### src/rtl/alu_pkg.sv
// Shared types for the ALU command-issue slice: operand widths, command struct, issue FSM states.
package alu_pkg;

    localparam int ALU_W  = 16;
    localparam int CTRL_W = 4;

    typedef struct packed {
        logic [ALU_W-1:0]  a;
        logic [ALU_W-1:0]  b;
        logic [CTRL_W-1:0] ctrl;
    } alu_cmd_t;

    typedef enum logic [1:0] {
        IDLE = 2'd0,
        WAIT = 2'd1,
        DONE = 2'd2
    } alu_issue_state_t;

endpackage

### src/rtl/alu_cmd_fifo.sv
// Synchronous command FIFO; full/empty come from registered occupancy only, so a push
// offered while full is refused even if a pop happens on the same edge.
module alu_cmd_fifo
    import alu_pkg::*;
#(
    parameter int DEPTH = 4
) (
    input  logic     clk,
    input  logic     rst_n,
    input  logic     push_i,
    input  alu_cmd_t cmd_i,
    input  logic     pop_i,
    output alu_cmd_t cmd_o,
    output logic     full_o,
    output logic     empty_o
);
    localparam int AW = $clog2(DEPTH);

    alu_cmd_t        mem_q [DEPTH];
    logic [AW-1:0]   wr_ptr_q, rd_ptr_q;
    logic [AW:0]     count_q;
    logic            do_push, do_pop;

    assign full_o  = (count_q == (AW+1)'(DEPTH));
    assign empty_o = (count_q == '0);
    assign do_push = push_i && !full_o;
    assign do_pop  = pop_i && !empty_o;
    assign cmd_o   = mem_q[rd_ptr_q];

    always_ff @(posedge clk) begin
        if (do_push) mem_q[wr_ptr_q] <= cmd_i;
    end

    always_ff @(posedge clk or negedge rst_n) begin
        if (!rst_n) begin
            wr_ptr_q <= '0;
            rd_ptr_q <= '0;
            count_q  <= '0;
        end else begin
            if (do_push) wr_ptr_q <= wr_ptr_q + 1'b1;
            if (do_pop)  rd_ptr_q <= rd_ptr_q + 1'b1;
            case ({do_push, do_pop})
                2'b10:   count_q <= count_q + 1'b1;
                2'b01:   count_q <= count_q - 1'b1;
                default: count_q <= count_q;
            endcase
        end
    end

endmodule

### src/rtl/alu_issue.sv
// One-at-a-time command issue into a fixed-latency registered ALU, with a valid/ready result register.
// Optional ALU_ISSUE_STATS_EN adds a wrapping 16-bit count of issued commands (stat_issued).
module alu_issue
    import alu_pkg::*;
#(
    parameter int DEPTH   = 4,
    parameter int ALU_LAT = 1
) (
    input  logic              clk,
    input  logic              rst_n,
    input  logic              in_valid,
    output logic              in_ready,
    input  logic [ALU_W-1:0]  in_a,
    input  logic [ALU_W-1:0]  in_b,
    input  logic [CTRL_W-1:0] in_ctrl,
    output logic [ALU_W-1:0]  alu_a,
    output logic [ALU_W-1:0]  alu_b,
    output logic [CTRL_W-1:0] alu_ctrl,
    input  logic [ALU_W-1:0]  alu_answer,
    output logic              res_valid,
    input  logic              res_ready,
    output logic [ALU_W-1:0]  res_data,
    output logic [CTRL_W-1:0] res_ctrl,
    output logic              busy
`ifdef ALU_ISSUE_STATS_EN
    ,
    output logic [15:0]       stat_issued
`endif
);
    alu_cmd_t          in_cmd, fifo_head, op_q;
    logic              fifo_full, fifo_empty, pop, capture;
    alu_issue_state_t  state_q, state_d;
    logic [3:0]        cnt_q, cnt_d;
    logic              res_valid_q, res_valid_d;
    logic [ALU_W-1:0]  res_data_q;
    logic [CTRL_W-1:0] res_ctrl_q;

    assign in_cmd = {in_a, in_b, in_ctrl};

    alu_cmd_fifo #(.DEPTH(DEPTH)) u_fifo (
        .clk     (clk),
        .rst_n   (rst_n),
        .push_i  (in_valid),
        .cmd_i   (in_cmd),
        .pop_i   (pop),
        .cmd_o   (fifo_head),
        .full_o  (fifo_full),
        .empty_o (fifo_empty)
    );

    always_comb begin
        state_d     = state_q;
        cnt_d       = cnt_q;
        res_valid_d = res_valid_q;
        pop         = 1'b0;
        capture     = 1'b0;
        case (state_q)
            IDLE: if (!fifo_empty) begin
                pop     = 1'b1;
                state_d = WAIT;
            end
            WAIT: if (cnt_q != 4'd0) begin
                cnt_d = cnt_q - 4'd1;
            end else begin
                capture     = 1'b1;
                res_valid_d = 1'b1;
                state_d     = DONE;
            end
            // Handshake edge doubles as the next issue edge when work is queued.
            DONE: if (res_ready) begin
                res_valid_d = 1'b0;
                if (!fifo_empty) begin
                    pop     = 1'b1;
                    state_d = WAIT;
                end else begin
                    state_d = IDLE;
                end
            end
            default: state_d = IDLE;
        endcase
        if (pop) cnt_d = 4'(ALU_LAT);
    end

    always_ff @(posedge clk or negedge rst_n) begin
        if (!rst_n) begin
            state_q     <= IDLE;
            cnt_q       <= '0;
            op_q        <= '0;
            res_valid_q <= 1'b0;
            res_data_q  <= '0;
            res_ctrl_q  <= '0;
        end else begin
            state_q     <= state_d;
            cnt_q       <= cnt_d;
            res_valid_q <= res_valid_d;
            if (pop) op_q <= fifo_head;
            if (capture) begin
                res_data_q <= alu_answer;
                res_ctrl_q <= op_q.ctrl;
            end
        end
    end

    assign in_ready  = !fifo_full;
    assign alu_a     = op_q.a;
    assign alu_b     = op_q.b;
    assign alu_ctrl  = op_q.ctrl;
    assign res_valid = res_valid_q;
    assign res_data  = res_data_q;
    assign res_ctrl  = res_ctrl_q;
    assign busy      = (state_q != IDLE) || !fifo_empty;

`ifdef ALU_ISSUE_STATS_EN
    logic [15:0] stat_q;

    always_ff @(posedge clk or negedge rst_n) begin
        if (!rst_n)   stat_q <= '0;
        else if (pop) stat_q <= stat_q + 16'd1;
    end

    assign stat_issued = stat_q;
`endif

endmodule

### config.mk
export PLATFORM = sky130hd
export DESIGN_NAME = alu_issue
export DESIGN_NICKNAME = d
export VERILOG_FILES = /design/src/rtl/alu_pkg.sv /design/src/rtl/alu_cmd_fifo.sv /design/src/rtl/alu_issue.sv
export SDC_FILE = /design/constraint.sdc
export NUM_CORES = 1
export LEC_CHECK = 0
export CAP_MARGIN = 20
export CORE_AREA = 2 2 126 128
export CTS_CLUSTER_SIZE = 12
export DETAILED_ROUTE_END_ITERATION = 6
export DIE_AREA = 0 0 128 130
export PLACE_DENSITY_LB_ADDON = 0.2
export SYNTH_ARGS = -nofsm -noshare
export SYNTH_HDL_FRONTEND = slang
export SYNTH_SLANG_ARGS = --single-unit
### constraint.sdc
create_clock -name clk -period 2.45 [get_ports clk]
set_clock_uncertainty 0.15 [all_clocks]
set_input_delay 0.49 -clock clk [delete_from_list [all_inputs] [get_ports clk]]
set_output_delay 0.49 -clock clk [all_outputs]
set_load 0.01 [all_outputs]
=== Yosys cells after proc, flatten, opt, wreduce, memory -nomap -nowiden ===
Memories as Yosys holds them, arrays and structs flattened. A register that Yosys moved wholly into a read port is not among the register bits.
Index checks and enable logic that the tools add are counted.
Widths: inputs -> output; s select.

* RAM bits: 144
* Input port bits: 56
* Memories kept: 1
* Word-level logic and storage cells: 58
* Register bits after elaboration: 34

{| class="wikitable"
|+ Memories
! memory !! depth !! width !! rd ports !! clocked after memory_dff !! write ports !! RTL line !! source
|-
| u_fifo.mem_q || 4 || 36 || 1 || 1 || 1 || alu_cmd_fifo.sv:19 || <nowiki>alu_cmd_t mem_q [DEPTH];</nowiki>
|}

* Multiplexer cells: 19
* Reductions and logical operators: 17
* Equal/unequal tests: 8
* Add/subtract/negate cells: 5

{| class="wikitable"
|+ Operators with widths
! kind !! number
|-
| $mux 4 || 3
|-
| $reduce_bool 2->1 || 5
|-
| $mux 1 || 9
|-
| $mux 2 || 3
|-
| $ne 2x2->1 const B || 3
|-
| $pmux 2 s3 || 1
|-
| $pmux 3 s2 || 1
|-
| $reduce_and 3->1 || 2
|-
| $add 2x1->2 const B || 2
|-
| $eq 2x1->1 const B || 2
|-
| $eq 2x2->1 const B || 2
|-
| $pmux 1 s2 || 2
|-
| $reduce_bool 4->1 || 1
|-
| $sub 4x1->4 const B || 1
|-
| $add 3x1->3 const B || 1
|-
| $eq 3x3->1 const B || 1
|-
| $logic_not 1->1 || 3
|-
| $logic_not 3->1 || 1
|-
| $sub 3x1->3 const B || 1
|-
| $logic_and 1x1->1 || 2
|-
| $logic_not 2->1 || 1
|-
| $reduce_and 2->1 || 1
|-
| $logic_or 1x1->1 || 1
|}

=== Longest topological paths before layout ===
Gate-level depths: netlist (run 1).

* Depth in word-level cells: 7
* Depth in mapped cells: 9

=== Cells and area by module ===
A second synthesis (run 1) with hierarchy kept.

* Cell total of the unflattened synthesis: 384
* Area, all modules: 8150.3 sq um

{| class="wikitable"
|+ Modules (own cells, without submodules)
! module !! cells an instance !! instances !! area each (sq um)
|-
| alu_cmd_fifo || 225 || 1 || 5635.4
|-
| alu_issue || 159 || 1 || 2514.9
|}

=== Worst setup path after synthesis (run 1) ===
Ideal clock, no wire load.

* Path type: register -> register
* Start point: reg u_fifo.count_q[0]
* End point: reg u_fifo.count_q[1]
* Required time: 2175 ps
* Library setup time: 125 ps
* Data arrival time: 1976 ps
* Clock period less this slack: 2250 ps
* Cell stages (with the launch flop): 8
* Slack: 200 ps
* Cells stage by stage: dfrtp_1 > nor3_2 > or3_4 > inv_4 > buf_6 > ha_1 > fa_1 > mux2_2

* Cells in the longest elaborated chain, start to end: 7
* Elaborated cells on any way between the ends: 15
* Classes of those cells: add/sub: 2; eq/ne: 3; mux: 4; reduce/logical: 6

{| class="wikitable"
|+ RTL lines
! element !! RTL line !! source
|-
| start: declaration || alu_cmd_fifo.sv:21 || <nowiki>logic [AW:0] count_q;</nowiki>
|-
| start signal: assignment || alu_cmd_fifo.sv:43 || <nowiki>2'b10: count_q <= count_q + 1'b1;</nowiki>
|-
| start signal: assignment || alu_cmd_fifo.sv:44 || <nowiki>2'b01: count_q <= count_q - 1'b1;</nowiki>
|-
| start signal: assignment || alu_cmd_fifo.sv:45 || <nowiki>default: count_q <= count_q;</nowiki>
|-
| $logic_not 3->1 * || alu_cmd_fifo.sv:25 || <nowiki>assign empty_o = (count_q == '0);</nowiki>
|-
| $mux 1 || alu_issue.sv:58, alu_issue.sv:72 ||
|-
| $mux 1 || alu_issue.sv:70 || <nowiki>DONE: if (res_ready) begin</nowiki>
|-
| $pmux 1 s2 || alu_issue.sv:57 || <nowiki>case (state_q)</nowiki>
|-
| $logic_and 1x1->1 * || alu_cmd_fifo.sv:27 || <nowiki>assign do_pop = pop_i && !empty_o;</nowiki>
|-
| net u_fifo.do_pop || alu_cmd_fifo.sv:22 || <nowiki>logic do_push, do_pop;</nowiki>
|-
| $eq 2x1->1 / $eq 2x2->1 (equally long branches) || alu_cmd_fifo.sv:42 || <nowiki>case ({do_push, do_pop})</nowiki>
|-
| $pmux 3 s2 / $reduce_bool 2->1 (equally long branches) || - ||
|}

Mark *: on every way through the listed nets, which the timed path passes. The rest lies on a longest branch.
A chain may end at the register's enable or synchronous reset.

=== Worst setup path after layout (run 1) ===
* Start point: reg u_fifo.count_q[0]
* End point: out in_ready

* Cells in the longest elaborated chain, start to end: 2

{| class="wikitable"
|+ RTL lines
! element !! RTL line !! source
|-
| $eq 3x3->1 || alu_cmd_fifo.sv:24 || <nowiki>assign full_o = (count_q == (AW+1)'(DEPTH));</nowiki>
|-
| $logic_not 1->1 || alu_issue.sv:104 || <nowiki>assign in_ready = !fifo_full;</nowiki>
|-
| end: declaration || alu_issue.sv:12 || <nowiki>output logic in_ready,</nowiki>
|}

No other way between the ends.

==> results of run 1 <==
routing by layer:
| metal | up-vias | wire (um) |
|---|---|---|
| met4 | 0 | 269 |
| met3 | 20 | 930 |
| met1 | 2076 | 6510 |
| li1 | 1790 | - |
| met2 | 129 | 7280 |
| met5 | - | 0 |
registers in the layout, indices dropped and copies added, names as in the netlist:
name             flops
alu_a               16
alu_b               16
alu_ctrl             4
cnt_q                4
res_ctrl             4
res_data            16
res_valid            1
state_q              2
u_fifo.count_q       3
u_fifo.mem_q       144
u_fifo.rd_ptr_q      2
u_fifo.wr_ptr_q      2
cell usage after synthesis (all sizes together) (2+ instances only):
library cell and n:
mux2 58, inv 8, xnor2 4, buf 12, or3 4, o21ai 6, nor2b 2, ha 6
nor2 2, a21oi 3, clkbuf 2, nand2 3, and3 4, nand2b 2, mux4 36, edfxtp 144
xor2 2, dfrtp 70
kinds of logic after synthesis:
group,synth area share
buf+inv,0.0196
fa+ha+maj,0.0117
flops,0.745
compound gates,0.00644
xor+xnor,0.00644
mux,0.190
simple gates,0.0207
per-stage QoR:
step	area (um2)	power [mW]	setup slack, ns	utilization
2_1_floorplan	8160	8.44	0.200	-
5_1_grt	10400	14.3	0.0610	0.677
3_3_place_gp	9700	10.3	-0.129	0.629
4_1_cts	10400	13.8	0.0105	0.677
3_5_place_dp	9700	10.5	-0.178	0.629
6_report	10400	13.6	0.105	0.677
layout make-up:
type,count,area [um2],area share
Timing Repair Buffer,139,1430,0.137
Clock buffer,37,688,0.0659
Clock inverter,4,41.3,0.00395
Tap cell,192,240,0.0230
Inverter,8,32.5,0.00311
Multi-Input combinational cell,142,1930,0.185
Sequential cell,214,6080,0.582
worst max path at each step:
stage | start | depth (start not counted) | end | slack (ns)
floorplan | u_fifo.count_q[0]$_DFFE_PN0P_ | 7 | u_fifo.count_q[1]$_DFFE_PN0P_ | 0.20
global placement | res_ready | 7 | u_fifo.count_q[1]$_DFFE_PN0P_ | -0.13
detailed placement | res_ready | 7 | u_fifo.count_q[1]$_DFFE_PN0P_ | -0.18
CTS | u_fifo.count_q[0]$_DFFE_PN0P_ | 3 | busy | 0.01
global route | u_fifo.count_q[1]$_DFFE_PN0P_ | 2 | in_ready | 0.06
finish | u_fifo.count_q[0]$_DFFE_PN0P_ | 2 | in_ready | 0.11
cell usage in the layout (no fill, tap or decap), types with 3 or more instances in the layout:
cell | netlist | final
sky130_fd_sc_hd__clkbuf_16 | 0 | 23
sky130_fd_sc_hd__o21ai_0 | 4 | 4
sky130_fd_sc_hd__buf_4 | 0 | 17
sky130_fd_sc_hd__edfxtp_1 | 144 | 144
sky130_fd_sc_hd__and3_2 | 0 | 4
sky130_fd_sc_hd__dfrtp_1 | 70 | 67
sky130_fd_sc_hd__or3_1 | 3 | 3
sky130_fd_sc_hd__buf_12 | 2 | 8
sky130_fd_sc_hd__xnor2_1 | 4 | 4
sky130_fd_sc_hd__mux4_1 | 6 | 6
sky130_fd_sc_hd__a21oi_1 | 3 | 3
sky130_fd_sc_hd__clkbuf_8 | 0 | 6
sky130_fd_sc_hd__clkbuf_1 | 2 | 8
sky130_fd_sc_hd__mux4_2 | 30 | 30
sky130_fd_sc_hd__dfrtp_2 | 0 | 3
sky130_fd_sc_hd__clkdlybuf4s50_1 | 0 | 111
sky130_fd_sc_hd__inv_1 | 6 | 6
sky130_fd_sc_hd__nand2_1 | 3 | 3
sky130_fd_sc_hd__ha_1 | 6 | 6
sky130_fd_sc_hd__mux2_4 | 18 | 18
sky130_fd_sc_hd__clkinv_1 | 0 | 3
sky130_fd_sc_hd__mux2_1 | 38 | 38
worst register-to-register path: cells and delay by family (launching register included):
| family | cells | cell delay (ns) |
|---|---|---|
| buffers and inverters | 1 | 0.04 |
| DFF | 1 | 0.45 |
| and+or+nand+nor | 2 | 0.63 |
| adders and majority gates | 2 | 0.60 |
| muxes | 1 | 0.26 |
what timing repair did:
item                                    CTS  global route
hold endpoints to repair                 28             0
pin swaps                                 1             0
hold buffers                              1             0
resized for setup                         1             3
endpoints found under the setup margin    2             1
power by group:
part           leakage [nW]  internal (mW)  switching [mW]
Sequential             2.14           5.03           0.597
Clock                 0.355           2.01            1.27
Combinational          1.35           2.79            1.92
==> flow_metrics.tcl, run 1 <==
set metrics [dict create \
    status "finished clean" \
    final-instance-count-excl-fill 736 \
    post-route-min-period_ns 2.34 \
    hold_class "input pin to async pin" \
    layout_cell_share_with_drive_strength_beyond_1 0.219 \
    count_of_flip_flops_with_a_built_in_enable_after_synthesis 144 \
    grt_busiest_layer "met2" \
    gr-usage-met3 0.0414 \
    fin_nets 591 \
    clkLatencyLatePin_ns 0.50 \
    required_ns 1.81 \
    max_fo_critical_path 6 \
    syn_area_per_cell_um2 21.6 \
    drcViolationCount 0 \
    worst_ep_arrival_time_ns 1.70 \
    detailed_place_hpwl_mm 9.40 \
    initial_core_util 0.529 \
    first_pass_iters 6 \
    synth_seq_cells 214 \
    cts_tree "yes" \
    share_of_synthesized_flip_flops_with_an_asynchronous_set_or_reset 0.327 \
    coreArea_um2 15400 \
    synthesis.yosys.warnings 0 \
    grt_use_total 0.183 \
    gr_met1_demand_resource 0.245 \
    critical_path_buf_inv_count 1 \
    cts_num_sinks 214 \
    max-cap-violations 0 \
    synth-seq-area-share 0.745 \
    root_buffer "sky130_fd_sc_hd__clkbuf_16" \
    synthDistinctLibCells 38 \
    final_antenna_net_count 0 \
    cpLargestDelayFamily "flip-flops" \
    numPlacedInstances 694 \
    worst_r2r_endpoint "u_fifo.count_q[1]$_DFFE_PN0P_" \
    number_of_global_route_vias_before_repair 4272 \
    antenna_cells 0 \
    nFillCells 1030 \
    pin_count_of_the_biggest_net_entering_global_routing 31 \
    syn-num-nets 441 \
    syn_to_final_growth_pct 28.0 \
    die_h_um 130 \
    fin_tns_setup_ns 0 \
    dieArea_um2 16600 \
    slew-limit-headroom 0.621 \
    h-tree-depth 1 \
    netlist_area_um2 8160 \
    via_per_inst 5.46 \
    groute.layer.met2.usage 0.310 \
    ff2ff_path_depth 6 \
    finalWirelength_mm 15.0 \
    numCtsBuffers 23 \
    synth_ff_type "sky130_fd_sc_hd__edfxtp_1" \
    fp-row-count 46 \
    clk_pin_slew_ns 0.06 \
    ioPinCount 115 \
    critPathSlowestCell "sky130_fd_sc_hd__dfrtp_2" \
    critical_path_endpoint_category "output port" \
    power.density_nw_per_um2 1300 \
    worstMarginPinSlew_ns 0.560 \
    timing.final.setup_violations 0 \
    achievable-frequency_mhz 427 \
    drt_first_iter_violations 259 \
    period_share 0.957 \
    synth.top_cell.area_share 0.530 \
    worst_ir_drop_vdd_mv 0.709 \
    antenna_found_initial 0 \
    worstSetupPathType "register to output port" \
    route.vias.total 4015 \
    max-clock-path-buffers 3 \
    post_synth_inst_count 378 \
    path_cells "or3b_4, dlygate4sd2_1" \
    post-cts-setup-buffer-count 0 \
    drv_slew 0 \
    floorplan.die.width_um 128 \
    power.leakage_nw 3.84 \
    grt_first_pass_wirelength_mm 23.1 \
    rrSetupSlack_ns 0.21 \
    global_route_total_overflow 0 \
    gp_congestion 0.743 \
    grt_setup_unrepaired "false" \
    rr_startpoint "u_fifo.count_q[0]$_DFFE_PN0P_" \
    startpoint_type "register" \
    final_count_of_hold_timing_violations 0 \
    most_area_consuming_cells_after_synthesis "sky130_fd_sc_hd__edfxtp_1 53%, sky130_fd_sc_hd__dfrtp_1 21%, sky130_fd_sc_hd__mux4_2 8.3%, sky130_fd_sc_hd__mux2_1 5.2%, sky130_fd_sc_hd__mux2_4 3.3%" \
    synth_top_area_cell "sky130_fd_sc_hd__edfxtp_1" \
    post_drt_wl_per_cell_um 20.4 \
    max_stage_delay_ns 0.45 \
    portBuffers 114 \
    fin_worst_hold_slack_ns 0.336 \
]
(Power assumes the default switching activity.)
==> run 2: changes to the inputs <==
GPL_ROUTABILITY_DRIVEN = 0   (was default)
PLACE_DENSITY = 0.78   (was default)
PLACE_DENSITY_LB_ADDON = default   (was 0.2)
==> flow_metrics.tcl, run 2 (synthesis results as in run 1) <==
set metrics [dict create \
    status "finished clean" \
    seq_cell_area_um2 6080 \
    drt_first_iter_violations 252 \
    initial_core_util 0.529 \
    post-route-min-period_ns 2.36 \
    clk_pin_slew_ns 0.06 \
    worstSetupPathType "register to output port" \
    startpoint_type "register" \
    holdCritStartpoint "res_ctrl[2]$_DFFE_PN0P_" \
    route.vias.total 4000 \
    final_cell_mix "144 x sky130_fd_sc_hd__edfxtp_1, 112 x sky130_fd_sc_hd__clkdlybuf4s50_1, 68 x sky130_fd_sc_hd__dfrtp_1, 38 x sky130_fd_sc_hd__mux2_1, 30 x sky130_fd_sc_hd__mux4_2" \
    dieArea_um2 16600 \
    pin_count_of_the_biggest_net_entering_global_routing 42 \
    finalWirelength_mm 15.3 \
    rrSetupSlack_ns 0.20 \
    holdPathEnd "res_ctrl[2]$_DFFE_PN0P_" \
    grt_first_pass_wirelength_mm 23.7 \
    internal_power_mw 9.55 \
    cts_tree "yes" \
    drcViolationCount 0 \
    final-instance-count-excl-fill 731 \
    p_switching_mw 3.79 \
    floorplan.die.width_um 128 \
    fp-row-count 46 \
    worst_ir_drop_vdd_mv 0.697 \
    critPathSlowestCell "sky130_fd_sc_hd__clkdlybuf4s50_1" \
    p_comb_frac 0.354 \
    fin_nets 586 \
    global_route_total_overflow 0 \
    period_share 0.964 \
    number_of_global_route_vias_before_repair 4380 \
    grt_setup_unrepaired "false" \
    antenna_cells 0 \
    path_cells "nor3_2, nand2_1, clkdlybuf4s50_1" \
    power.total_mw 13.3 \
    slew-limit-headroom 0.593 \
    detailed_place_hpwl_mm 9.32 \
    clkLatencyLatePin_ns 0.49 \
    multiInputGateArea_um2 1930 \
    required_ns 1.81 \
    syn_to_final_growth_pct 26.4 \
    max-cap-violations 0 \
    layout.cells.most_common "sky130_fd_sc_hd__edfxtp_1" \
    h-tree-depth 1 \
    max-clock-path-buffers 3 \
    portBuffers 114 \
    clkPwrFrac 0.231 \
    final_antenna_net_count 0 \
    fin_worst_hold_slack_ns 0.335 \
    final_count_of_hold_timing_violations 0 \
    regMostFlops "u_fifo.mem_q" \
    coreArea_um2 15400 \
    layout_cell_share_with_drive_strength_beyond_1 0.206 \
    via_per_inst 5.47 \
    ioPinCount 115 \
    worst_r2r_endpoint "u_fifo.count_q[1]$_DFFE_PN0P_" \
    die_h_um 130 \
    numPlacedInstances 689 \
    ff2ff_path_depth 6 \
    worst_ep_arrival_time_ns 1.72 \
    drv_slew 0 \
    max_fo_critical_path 4 \
    power_frac_seq 0.415 \
    hold_class "register to register" \
    nFillCells 1012 \
    achievable-frequency_mhz 424 \
    power.density_nw_per_um2 1290 \
    cts_num_sinks 214 \
    post_drt_wl_per_cell_um 21.0 \
    rr_startpoint "u_fifo.count_q[0]$_DFFE_PN0P_" \
    grt_use_total 0.187 \
    sw_frac_of_total 0.284 \
    largest_reg_flops 144 \
    first_pass_iters 4 \
    worstMarginPinSlew_ns 0.611 \
    max_stage_delay_ns 0.50 \
    hold_path_depth 1 \
    power.leakage_nw 3.78 \
    timing.final.setup_violations 0 \
    critical_path_endpoint_category "output port" \
    root_buffer "sky130_fd_sc_hd__clkbuf_16" \
    numCtsBuffers 22 \
    antenna_found_initial 1 \
]
==> run 2: changes by cell type in the layout (fill, tap and decap cells not counted), sizes merged <==
cell           delta
buf               -4
bufinv            -1
clkbuf            +2
clkdlybuf4s50     +1
clkinv            -2
dlymetal6s2s      -1
==> run 2: what timing repair did <==
item                                    in CTS  in global routing
endpoints found under the hold margin       39                  0
hold buffers                                 1                  0
endpoints found under the setup margin       2                  0
setup buffers                                1                  0
gates resized for setup                      1                  0
==> run 2: layer usage <==
| layer | routed length [um] | up-vias | part of all wire | track usage |
|---|---|---|---|---|
| li1 | - | 1786 | - | - |
| met1 | 6330 | 2060 | 0.41 | 0.241 |
| met2 | 7770 | 126 | 0.51 | 0.328 |
| met3 | 942 | 26 | 0.062 | 0.0426 |
| met4 | 256 | 2 | 0.017 | 0.0465 |
| met5 | 13 | - | 0.00085 | 0 |
==> run 2: power groups by stage <==
stage / clock [mW] / sequential [mW] / combinational, mW
2_1_floorplan: 0 / 5.70 / 2.75
3_3_place_gp: 0 / 5.53 / 4.63
3_5_place_dp: 0 / 5.60 / 4.79
4_1_cts: 3.18 / 5.55 / 4.82
5_1_grt: 3.30 / 5.65 / 5.10
6_report: 3.08 / 5.54 / 4.72
==> run 2: final cells by class <==
cell class                      instances  share of cell area
Multi-Input combinational cell        142               0.187
Clock inverter                          1            0.000485
Tap cell                              192              0.0233
Timing Repair Buffer                  135               0.132
Inverter                                8             0.00316
Sequential cell                       214               0.590
Clock buffer                           39              0.0646
==> run 2: stage by stage <==
| step | TNS (ns) | instance area [um2] | utilization | worst slack [ns] |
|---|---|---|---|---|
| after floorplan | 0 | 8160 | - | 0.200 |
| after global placement | -0.713 | 9620 | 0.624 | -0.0945 |
| after detailed placement | -1.30 | 9620 | 0.624 | -0.137 |
| after CTS | 0 | 10300 | 0.668 | 0.0565 |
| after global routing | 0 | 10300 | 0.668 | 0.00898 |
| final | 0 | 10300 | 0.668 | 0.0892 |
==> run 2: worst max-delay path by stage <==
stage / slack (ns) / endpoint / from
6_report: 0.09 / busy / u_fifo.count_q[1]$_DFFE_PN0P_
5_1_grt: 0.009 / busy / u_fifo.count_q[1]$_DFFE_PN0P_
4_1_cts: 0.06 / busy / u_fifo.count_q[1]$_DFFE_PN0P_
3_5_place_dp: -0.14 / u_fifo.count_q[1]$_DFFE_PN0P_ / res_ready
3_3_place_gp: -0.09 / u_fifo.count_q[1]$_DFFE_PN0P_ / res_ready
2_1_floorplan: 0.20 / u_fifo.count_q[1]$_DFFE_PN0P_ / u_fifo.count_q[0]$_DFFE_PN0P_
==> run 2: critical path, delay by kind of cell (launching register included) <==
| kind | cells | cell delay [ns] |
|---|---|---|
| buf+inv | 1 | 0.50 |
| flops | 1 | 0.43 |
| simple gates | 2 | 0.30 |
